`src/rtl/interfaz_uart_regs.sv`:
```
// interfaz_uart_regs: register-mapped 8N1 UART with TX/RX byte buffers and one control register.
// Define UART_LOOPBACK_EN to feed the RX synchroniser from tx_o instead of rx_i.
`timescale 1ns/1ps
module interfaz_uart_regs #(
  parameter int BAUD_DIV = 10417,
  parameter int BUF_AW   = 8
) (
  input  logic        clk_i,
  input  logic        reset_i,
  input  logic        wr_i,
  input  logic        reg_sel_i,
  input  logic [31:0] entrada_i,
  input  logic [31:0] addr_i,
  output logic [31:0] salida_o,
  output logic        tx_o,
  input  logic        rx_i
);
  localparam int DEPTH = 1 << BUF_AW;
  localparam int CW    = $clog2(BAUD_DIV);
  localparam logic [CW-1:0] BIT_LAST  = CW'(BAUD_DIV - 1);
  localparam logic [CW-1:0] HALF_LAST = CW'(BAUD_DIV / 2 - 1);
  localparam logic [CW-1:0] CNT_ONE   = CW'(1);

  typedef enum logic [2:0] {T_IDLE, T_START, T_DATA, T_STOP, T_NEXT} tx_state_e;
  typedef enum logic [1:0] {R_IDLE, R_START, R_DATA, R_STOP} rx_state_e;

  logic [7:0] txbuf [DEPTH];
  logic [7:0] rxbuf [DEPTH];

  tx_state_e         tx_state_q, tx_state_d;
  logic [CW-1:0]     tx_cnt_q, tx_cnt_d;
  logic [2:0]        tx_bit_q, tx_bit_d;
  logic [BUF_AW-1:0] tx_idx_q, tx_idx_d;
  logic [7:0]        tx_shift_q, tx_shift_d;
  logic              tx_q, tx_d;
  logic              tx_done;

  rx_state_e         rx_state_q, rx_state_d;
  logic [CW-1:0]     rx_cnt_q, rx_cnt_d;
  logic [2:0]        rx_bit_q, rx_bit_d;
  logic [7:0]        rx_shift_q, rx_shift_d;
  logic [BUF_AW-1:0] rx_ptr_q, rx_ptr_d;
  logic              rx_meta_q, rx_sync_q, rx_prev_q;
  logic              rx_src;
  logic              rx_store, rx_ferr;

  logic              send_q, send_d;
  logic              rx_new_q, rx_new_d;
  logic              frame_err_q, frame_err_d;
  logic [7:0]        last_idx_q, last_idx_d;
  logic [31:0]       salida_q, salida_d;
  logic [31:0]       ctrl_word;
  logic              ctrl_wr;
  logic              unused_bits;

  assign unused_bits = ^{entrada_i[31:12], entrada_i[3], addr_i[31:BUF_AW]};

`ifdef UART_LOOPBACK_EN
  logic unused_rx;
  assign rx_src    = tx_q;
  assign unused_rx = rx_i;
`else
  assign rx_src = rx_i;
`endif

  assign tx_o     = tx_q;
  assign salida_o = salida_q;
  assign ctrl_wr  = wr_i && !reg_sel_i;
  assign ctrl_word = {12'b0, 8'(rx_ptr_q), last_idx_q, 1'b0, frame_err_q, rx_new_q, send_q};

  // TX: the next byte is fetched in T_NEXT, so late buffer writes are still picked up.
  always_comb begin
    tx_state_d = tx_state_q;
    tx_cnt_d   = tx_cnt_q;
    tx_bit_d   = tx_bit_q;
    tx_idx_d   = tx_idx_q;
    tx_shift_d = tx_shift_q;
    tx_d       = tx_q;
    tx_done    = 1'b0;
    unique case (tx_state_q)
      T_IDLE: begin
        if (send_q) begin
          tx_idx_d   = '0;
          tx_shift_d = txbuf[{BUF_AW{1'b0}}];
          tx_cnt_d   = '0;
          tx_d       = 1'b0;
          tx_state_d = T_START;
        end
      end
      T_START: begin
        if (tx_cnt_q == BIT_LAST) begin
          tx_cnt_d   = '0;
          tx_bit_d   = '0;
          tx_d       = tx_shift_q[0];
          tx_state_d = T_DATA;
        end else begin
          tx_cnt_d = tx_cnt_q + CNT_ONE;
        end
      end
      T_DATA: begin
        if (tx_cnt_q == BIT_LAST) begin
          tx_cnt_d = '0;
          if (tx_bit_q == 3'd7) begin
            tx_d       = 1'b1;
            tx_state_d = T_STOP;
          end else begin
            tx_bit_d   = tx_bit_q + 3'd1;
            tx_shift_d = {1'b0, tx_shift_q[7:1]};
            tx_d       = tx_shift_q[1];
          end
        end else begin
          tx_cnt_d = tx_cnt_q + CNT_ONE;
        end
      end
      T_STOP: begin
        if (tx_cnt_q == BIT_LAST) begin
          tx_cnt_d   = '0;
          tx_state_d = T_NEXT;
        end else begin
          tx_cnt_d = tx_cnt_q + CNT_ONE;
        end
      end
      T_NEXT: begin
        if (tx_idx_q == BUF_AW'(last_idx_q)) begin
          tx_done    = 1'b1;
          tx_state_d = T_IDLE;
        end else begin
          tx_idx_d   = tx_idx_q + BUF_AW'(1);
          tx_shift_d = txbuf[tx_idx_d];
          tx_d       = 1'b0;
          tx_state_d = T_START;
        end
      end
      default: tx_state_d = T_IDLE;
    endcase
  end

  always_comb begin
    rx_state_d = rx_state_q;
    rx_cnt_d   = rx_cnt_q;
    rx_bit_d   = rx_bit_q;
    rx_shift_d = rx_shift_q;
    rx_ptr_d   = rx_ptr_q;
    rx_store   = 1'b0;
    rx_ferr    = 1'b0;
    unique case (rx_state_q)
      R_IDLE: begin
        if (rx_prev_q && !rx_sync_q) begin
          rx_cnt_d   = '0;
          rx_state_d = R_START;
        end
      end
      R_START: begin
        if (rx_cnt_q == HALF_LAST) begin
          rx_cnt_d   = '0;
          rx_bit_d   = '0;
          rx_state_d = rx_sync_q ? R_IDLE : R_DATA;
        end else begin
          rx_cnt_d = rx_cnt_q + CNT_ONE;
        end
      end
      R_DATA: begin
        if (rx_cnt_q == BIT_LAST) begin
          rx_cnt_d   = '0;
          rx_shift_d = {rx_sync_q, rx_shift_q[7:1]};
          if (rx_bit_q == 3'd7) rx_state_d = R_STOP;
          else                  rx_bit_d   = rx_bit_q + 3'd1;
        end else begin
          rx_cnt_d = rx_cnt_q + CNT_ONE;
        end
      end
      R_STOP: begin
        if (rx_cnt_q == BIT_LAST) begin
          rx_cnt_d   = '0;
          rx_state_d = R_IDLE;
          if (rx_sync_q) begin
            rx_store = 1'b1;
            rx_ptr_d = rx_ptr_q + BUF_AW'(1);
          end else begin
            rx_ferr = 1'b1;
          end
        end else begin
          rx_cnt_d = rx_cnt_q + CNT_ONE;
        end
      end
      default: rx_state_d = R_IDLE;
    endcase
  end

  // Hardware sets of rx_new/frame_err take priority over a same-cycle software clear.
  always_comb begin
    send_d      = send_q;
    last_idx_d  = last_idx_q;
    rx_new_d    = rx_new_q;
    frame_err_d = frame_err_q;
    salida_d    = salida_q;
    if (ctrl_wr && tx_state_q == T_IDLE) begin
      send_d     = entrada_i[0];
      last_idx_d = entrada_i[11:4];
    end
    if (tx_done) send_d = 1'b0;
    if (ctrl_wr && !entrada_i[1]) rx_new_d = 1'b0;
    if (rx_store) rx_new_d = 1'b1;
    if (ctrl_wr && !entrada_i[2]) frame_err_d = 1'b0;
    if (rx_ferr) frame_err_d = 1'b1;
    if (!wr_i) salida_d = reg_sel_i ? {24'b0, rxbuf[addr_i[BUF_AW-1:0]]} : ctrl_word;
  end

  always_ff @(posedge clk_i or negedge reset_i) begin
    if (!reset_i) begin
      tx_state_q  <= T_IDLE;
      tx_cnt_q    <= '0;
      tx_bit_q    <= '0;
      tx_idx_q    <= '0;
      tx_shift_q  <= '0;
      tx_q        <= 1'b1;
      rx_state_q  <= R_IDLE;
      rx_cnt_q    <= '0;
      rx_bit_q    <= '0;
      rx_shift_q  <= '0;
      rx_ptr_q    <= '0;
      rx_meta_q   <= 1'b1;
      rx_sync_q   <= 1'b1;
      rx_prev_q   <= 1'b1;
      send_q      <= 1'b0;
      rx_new_q    <= 1'b0;
      frame_err_q <= 1'b0;
      last_idx_q  <= '0;
      salida_q    <= '0;
    end else begin
      tx_state_q  <= tx_state_d;
      tx_cnt_q    <= tx_cnt_d;
      tx_bit_q    <= tx_bit_d;
      tx_idx_q    <= tx_idx_d;
      tx_shift_q  <= tx_shift_d;
      tx_q        <= tx_d;
      rx_state_q  <= rx_state_d;
      rx_cnt_q    <= rx_cnt_d;
      rx_bit_q    <= rx_bit_d;
      rx_shift_q  <= rx_shift_d;
      rx_ptr_q    <= rx_ptr_d;
      rx_meta_q   <= rx_src;
      rx_sync_q   <= rx_meta_q;
      rx_prev_q   <= rx_sync_q;
      send_q      <= send_d;
      rx_new_q    <= rx_new_d;
      frame_err_q <= frame_err_d;
      last_idx_q  <= last_idx_d;
      salida_q    <= salida_d;
    end
  end

  always_ff @(posedge clk_i) begin
    if (wr_i && reg_sel_i) txbuf[addr_i[BUF_AW-1:0]] <= entrada_i[7:0];
    if (rx_store) rxbuf[rx_ptr_q] <= rx_shift_q;
  end

endmodule
```
`config.mk`:
```
export PLATFORM = sky130hd
export DESIGN_NAME = interfaz_uart_regs
export DESIGN_NICKNAME = d
export VERILOG_FILES = /design/src/rtl/interfaz_uart_regs.sv
export SDC_FILE = /design/constraint.sdc
export NUM_CORES = 2
export LEC_CHECK = 0
export CAP_MARGIN = 40
export CORE_AREA = 2 2 676 812
export CTS_BUF_LIST = sky130_fd_sc_hd__clkbuf_8 sky130_fd_sc_hd__clkbuf_16
export DETAILED_ROUTE_END_ITERATION = 10
export DIE_AREA = 0 0 678 814
export GPL_TIMING_DRIVEN = 0
export PLACE_DENSITY = 0.51
export SLEW_MARGIN = 20
export SYNTH_ARGS = -nofsm -noshare
export SYNTH_HDL_FRONTEND = slang
export SYNTH_SLANG_ARGS = --single-unit
```
`constraint.sdc`:
```
create_clock -name clk_i -period 5.64 [get_ports clk_i]
set_input_delay 1.41 -clock clk_i [delete_from_list [all_inputs] [get_ports clk_i]]
set_output_delay 1.41 -clock clk_i [all_outputs]
set_load 0.02 [all_outputs]
```
# ---- Yosys cells after proc, flatten, opt, wreduce, memory -nomap -nowiden
# Memories as Yosys holds them, arrays and structs flattened.
# Index checks and enable logic that the tools add are counted.
dict set report word_totals {
  regBits 118
  latchBits 0
  ramBits 4096
  rom_bits 0
  input_bits 69
  output_inout_bits 33
  word_cells 148
  mem_count 2
}
# name words word_bits rd rd_ports_with_merged_regs wr line
set mem_list {}
lappend mem_list {rxbuf 256 8 1 0 1 28} ;# logic [7:0] rxbuf [DEPTH];
lappend mem_list {txbuf 256 8 2 0 1 27} ;# logic [7:0] txbuf [DEPTH];
dict set report op_classes {
  n_addsub 6
  n_mul 0
  div 0
  n_lt_le_gt_ge 0
  n_eq_ne 26
  n_shift 0
  muxes 62
  n_bitwise 0
  reduce_logical 33
}
# op n
set op_table {}
lappend op_table {{$mux 14} 5}
lappend op_table {{$mux 8} 6}
lappend op_table {{$pmux 14 s3} 1}
lappend op_table {{$mux 3} 11}
lappend op_table {{$add 14x1->14 const B} 2}
lappend op_table {{$eq 14x14->1 const B} 2}
lappend op_table {{$pmux 14 s2} 1}
lappend op_table {{$ne 2x2->1 const B} 13}
lappend op_table {{$mux 1} 24}
lappend op_table {{$pmux 8 s3} 1}
lappend op_table {{$mux 20} 1}
lappend op_table {{$reduce_and 5->1} 4}
lappend op_table {{$add 8x1->8 const B} 2}
lappend op_table {{$pmux 8 s2} 1}
lappend op_table {{$pmux 3 s5} 1}
lappend op_table {{$eq 14x13->1 const B} 1}
lappend op_table {{$reduce_bool 2->1} 7}
lappend op_table {{$mux 2} 6}
lappend op_table {{$pmux 3 s2} 2}
lappend op_table {{$eq 3x3->1 const B} 3}
lappend op_table {{$eq 8x8->1} 1}
lappend op_table {{$pmux 2 s4} 1}
lappend op_table {{$reduce_and 4->1} 2}
lappend op_table {{$add 3x1->3 const B} 2}
lappend op_table {{other kinds (15)} 27}

# ---- Longest topological paths before layout
dict set report depth {
  word_depth 5
  mapped_depth 14
  ltp_nobuf 10
}

# ---- Least setup slack after synthesis
# No wires, ideal clock.
dict set report synth_timing {
  path_kind {input to register}
  startpoint {input port addr_i[1]}
  endpoint {memory txbuf[218][0] (enable)}
  setup_ns 0.370
  t_arrival_ns 3.712
  required_time_ns 5.270
  path_slack_ns 1.557
  cell_stages 9
  n_path_buf 6
  cell_sequence {clkbuf_1 > buf_2 > buf_2 > clkbuf_1 > buf_2 > nor2b_1 > nand3_1 > clkbuf_1 > nor2_1}
}
# element line
set synth_lines {}
lappend synth_lines {{start: declaration} 13} ;# input logic [31:0] addr_i,
lappend synth_lines {{end: declaration} 27}
# Straight into the memory's write port.

# ---- Final worst setup path
dict set report layout_timing {
  startpoint {input port addr_i[1]}
  endpoint {memory txbuf[254][0] (enable)}
}
# Straight into the memory's write port.

==> run_results.csv <==
group,metric,value,unit
status,status,"finished with violations",
status,failed_checks,"DRC, setup timing",
floorplan,ios,102,
critical_path,rrSetupSlack,0.21,ns
synthesis,yosys.area.top_type,"edfxtp_1",
placed_design,place_inst,15200,
placed_design,gp_congestion,1.01,
synthesis,synth_edf_count,4096,
power,p_sw,14400,µW
clocking,clk_pin_slew,0.06,ns
grt,track_usage,20.6,%
synthesis,ys_types,71,
sta,skew,0.0568,ns
power,p_clk_share,43.4,%
critical_path,cp_data_arrival_time,6.37,ns
sta,max_freq,173,MHz
synthesis,ys.flop_type,"edfxtp_1",
placed_design,dp_slack,-1.77,ns
routing,num_vias,88600,
floorplan,die_y,814,µm
flow_run,maxCapViolCount,0,
clocking,clk_path_buf_depth,4,
synthesis,netlist.area_leader.share,75.6,%
power,internal_power,50600,µW
floorplan,die_area,552000,µm²
synthesis,syn_area,163000,µm²
floorplan,fp.dieW,678,µm
cells_and_area,fin_area,194000,µm²
clocking,cts_hold_buffers,0,
sta,rsz0062_at_grt,"yes",
critical_path,crit_chain,"clkbuf_1, buf_2, buf_4, clkbuf_2, buf_4, nor2b_1, nand3_2, clkbuf_2, buf_16, nor2_1",
worst_hold_path,hp-class,"in2async",
grt,antenna_found_initial,52,
routing,ant_nets,0,
cells_and_area,nets,8702,
synthesis,synth_fa_ha_area_share,0.100,%
synthesis,synth.area.mux_share,15.7,%
synthesis,ys_warn_count,0,
placed_design,place_area,178000,µm²
power,vdd_drop_max,272,µV
critical_path,crit_slowest_cell,"buf_2",
grt,grt-ovfl-total,0,
routing,drcViolationCount,3,
routing,post_drt_wl_per_cell,36.2,µm
synthesis,synth_top_family_by_area,"multiplexers",
floorplan,rows,297,
critical_path,startpoint_type,"input pin",
clocking,postCtsSetupBuffers,0,
clocking,clkSinkCount,4202,
routing,drt_iter0_drc,13100,
synthesis,async_flop_share,2.52,%
clocking,htreeDepth,5,
routing,drtPass1Iterations,11,
critical_path,cp.required,6.24,ns
critical_path,path_max_fanout,11,
cells_and_area,layout-drive-gt1-share,30.0,%
cells_and_area,final_util,35.6,%
clocking,ctsResizeCount,7,
sta,layout_setup_ws,-0.129,ns
sta,finalSetupViolCount,57,
sta,tightest_slew,0.997,ns
cells_and_area,area_growth,19.1,%
synthesis,netlist_instances,7558,
clocking,tritoncts,"yes",
clocking,cts_buffers,443,
grt,grt_pass1_vias,87100,
synthesis,synthSimpleGateAreaFrac,2.59,%
grt,grt_pass1_wl,774,mm
cells_and_area,stdcell_count,16200,
clocking,insertion_delay,1.03,ns
synthesis,synth_area_leaders,"edfxtp_1, mux4_2, dfrtp_1",
power,power.share.sequential,53.0,%
critical_path,crit_type,"in2reg",
synthesis,synth_seq_cells,4202,
power,p_comb_share,3.6,%
floorplan,core,544000,µm²
critical_path,crit_path_max_incr_delay,0.68,ns
critical_path,ff2ff_path_depth,9,
routing,drt-vias-per-instance,5.47,
synthesis,synth-compound-area-share,2.90,%
routing,wirelength,587,mm
critical_path,rr_endpoint,"rxbuf[164][7]",
sta,slew_viol_final,0,
power,leakage,0.0551,µW
power,switching_share,22.1,%
critical_path,worstSetupEndpointType,"flip-flop",
sta,max-slew-margin-rel,33.3,%
synthesis,syn-mean-instance-area,21.5,µm²
placed_design,portBuffers,41,
sta,finalHoldViolCount,0,
floorplan,initial_utilization,29.9,%
power,p_per_area,336,nW/µm²
clocking,cts-root-buf,"clkbuf_16",
synthesis,synth-xor-area-share,0.140,%
critical_path,cp-startpoint,"addr_i[1]",
placed_design,place_hpwl,416,mm
grt,grt_max_degree,126,
sta,period_needed,5.77,ns
sta,finalCritPeriodShare,102,%
synthesis,synth_seq_area_share,77.2,%
critical_path,worstReg2RegStart,"rx_cnt_q[3]",
-- Yosys cell counts (4+ instances only) --
master and number:
nor2b_1 22, buf_2 126, mux4_2 1118, a31oi_1 20
a221oi_1 23, dfstp_2 4, buf_1 42, a22oi_1 281
and2_1 6, clkbuf_1 244, buf_6 12, mux2_2 19
xor2_1 14, nor4_1 21, nand3_1 97, nor3_1 19
nor2_1 588, nand2_1 151, nand4_1 10, a21oi_1 110
a31o_2 8, o21ai_0 98, edfxtp_1 4096, o31ai_1 13
and3_1 18, dfrtp_1 102, a22o_1 37, o21a_1 7
a32oi_1 7, nand3b_1 10, xnor2_1 12, inv_1 40
nand2b_1 27, o211ai_1 19, a221o_1 15, mux2i_1 10
ha_1 13, buf_4 34, o22ai_1 18
-- sequential cells by signal, indices dropped and copies added, names as in the netlist, 3 cells and up, named ones only --
name        cells
tx_bit_q        3
rx_bit_q        3
rx_ptr_q        8
tx_idx_q        8
tx_shift_q      8
salida_o       20
txbuf        2048
tx_state_q      3
rx_shift_q      8
rx_cnt_q       14
last_idx_q      8
rxbuf        2048
tx_cnt_q       14
-- power groups by stage --
stage / Sequential, µW / Clock, µW / Combinational (µW)
floorplan: 34900 / 0 / 843
global placement: 35300 / 0 / 2100
detailed placement: 35100 / 0 / 2330
CTS: 34400 / 28500 / 2340
global route: 34400 / 29700 / 2420
finish: 34500 / 28200 / 2370
-- worst max path at each step --
stage	to	slack, ns
5_1_grt	txbuf[94][4]	-0.05
2_1_floorplan	txbuf[218][0]	1.56
6_report	txbuf[254][0]	-0.13
3_3_place_gp	txbuf[146][0]	-5.13
4_1_cts	txbuf[233][6]	0.01
3_5_place_dp	txbuf[238][6]	-1.77
-- placed cells by master (no fill, tap or decap), types with 16 or more instances in the layout --
cell	n
mux4_2	1118
buf_12	67
nand2_1	151
buf_16	87
clkinv_1	100
inv_6	16
a22o_1	37
buf_8	27
buf_4	368
diode_2	34
nand2b_1	27
and3_1	18
nor4_1	19
mux2_2	19
o22ai_1	18
nand3_1	88
bufinv_16	31
a21oi_1	110
a221oi_1	23
a31oi_1	19
nor2_1	572
clkdlybuf4s50_1	32
dfrtp_1	94
clkbuf_1	135
nor2_2	16
o211ai_1	19
clkbuf_2	108
o21ai_0	98
a22oi_1	281
inv_1	150
clkinv_2	80
nor2b_1	22
buf_2	153
buf_6	68
edfxtp_1	4096
clkbuf_16	445
-- layout make-up --
class | instances | area (µm²)
flip-flops and latches | 4202 | 126000
diodes | 34 | 85.1
inverters | 41 | 154
well taps | 7176 | 8980
clock buffers | 451 | 11200
repair buffers | 606 | 7610
plain buffers | 458 | 2280
clock inverters | 367 | 2690
multi-input cells | 2868 | 35100
fillers | 50300 | 350000
-- critical path, delay by kind of cell --
family / cells / cell delay [ns]
and+or+nand+nor: 3 / 1.49
buffers and inverters: 7 / 3.35
-- metal layers --
layer	track usage, %	wire [µm]	up-vias	share of wire, %
li1	-	-	34000	-
met1	24.7	208000	48000	36
met2	34.3	283000	5368	48
met3	4.82	55500	1300	9.5
met4	11.8	39900	10	6.8
met5	0.0433	153	-	0.026
-- through the flow --
step	hold slack [ns]	setup TNS (ns)	power (µW)
after floorplan	0.345	0	35800
after global placement	0.349	-	37400
after detailed placement	0.348	-1173.49	37400
after CTS	0.318	0	65300
after global routing	0.361	-0.725	66500
final	0.349	-3.69	65000
-- cell families (layout without fill, tap and decap cells) --
kind of cell	count (synthesis)	count (layout)
compound gates	683	683
simple gates	987	987
flops	4202	4202
buf+inv	499	1923
fa+ha+maj	13	13
xor+xnor	26	26
mux	1147	1147
other cells	1	46
Power figures use the tool's default switching activity.
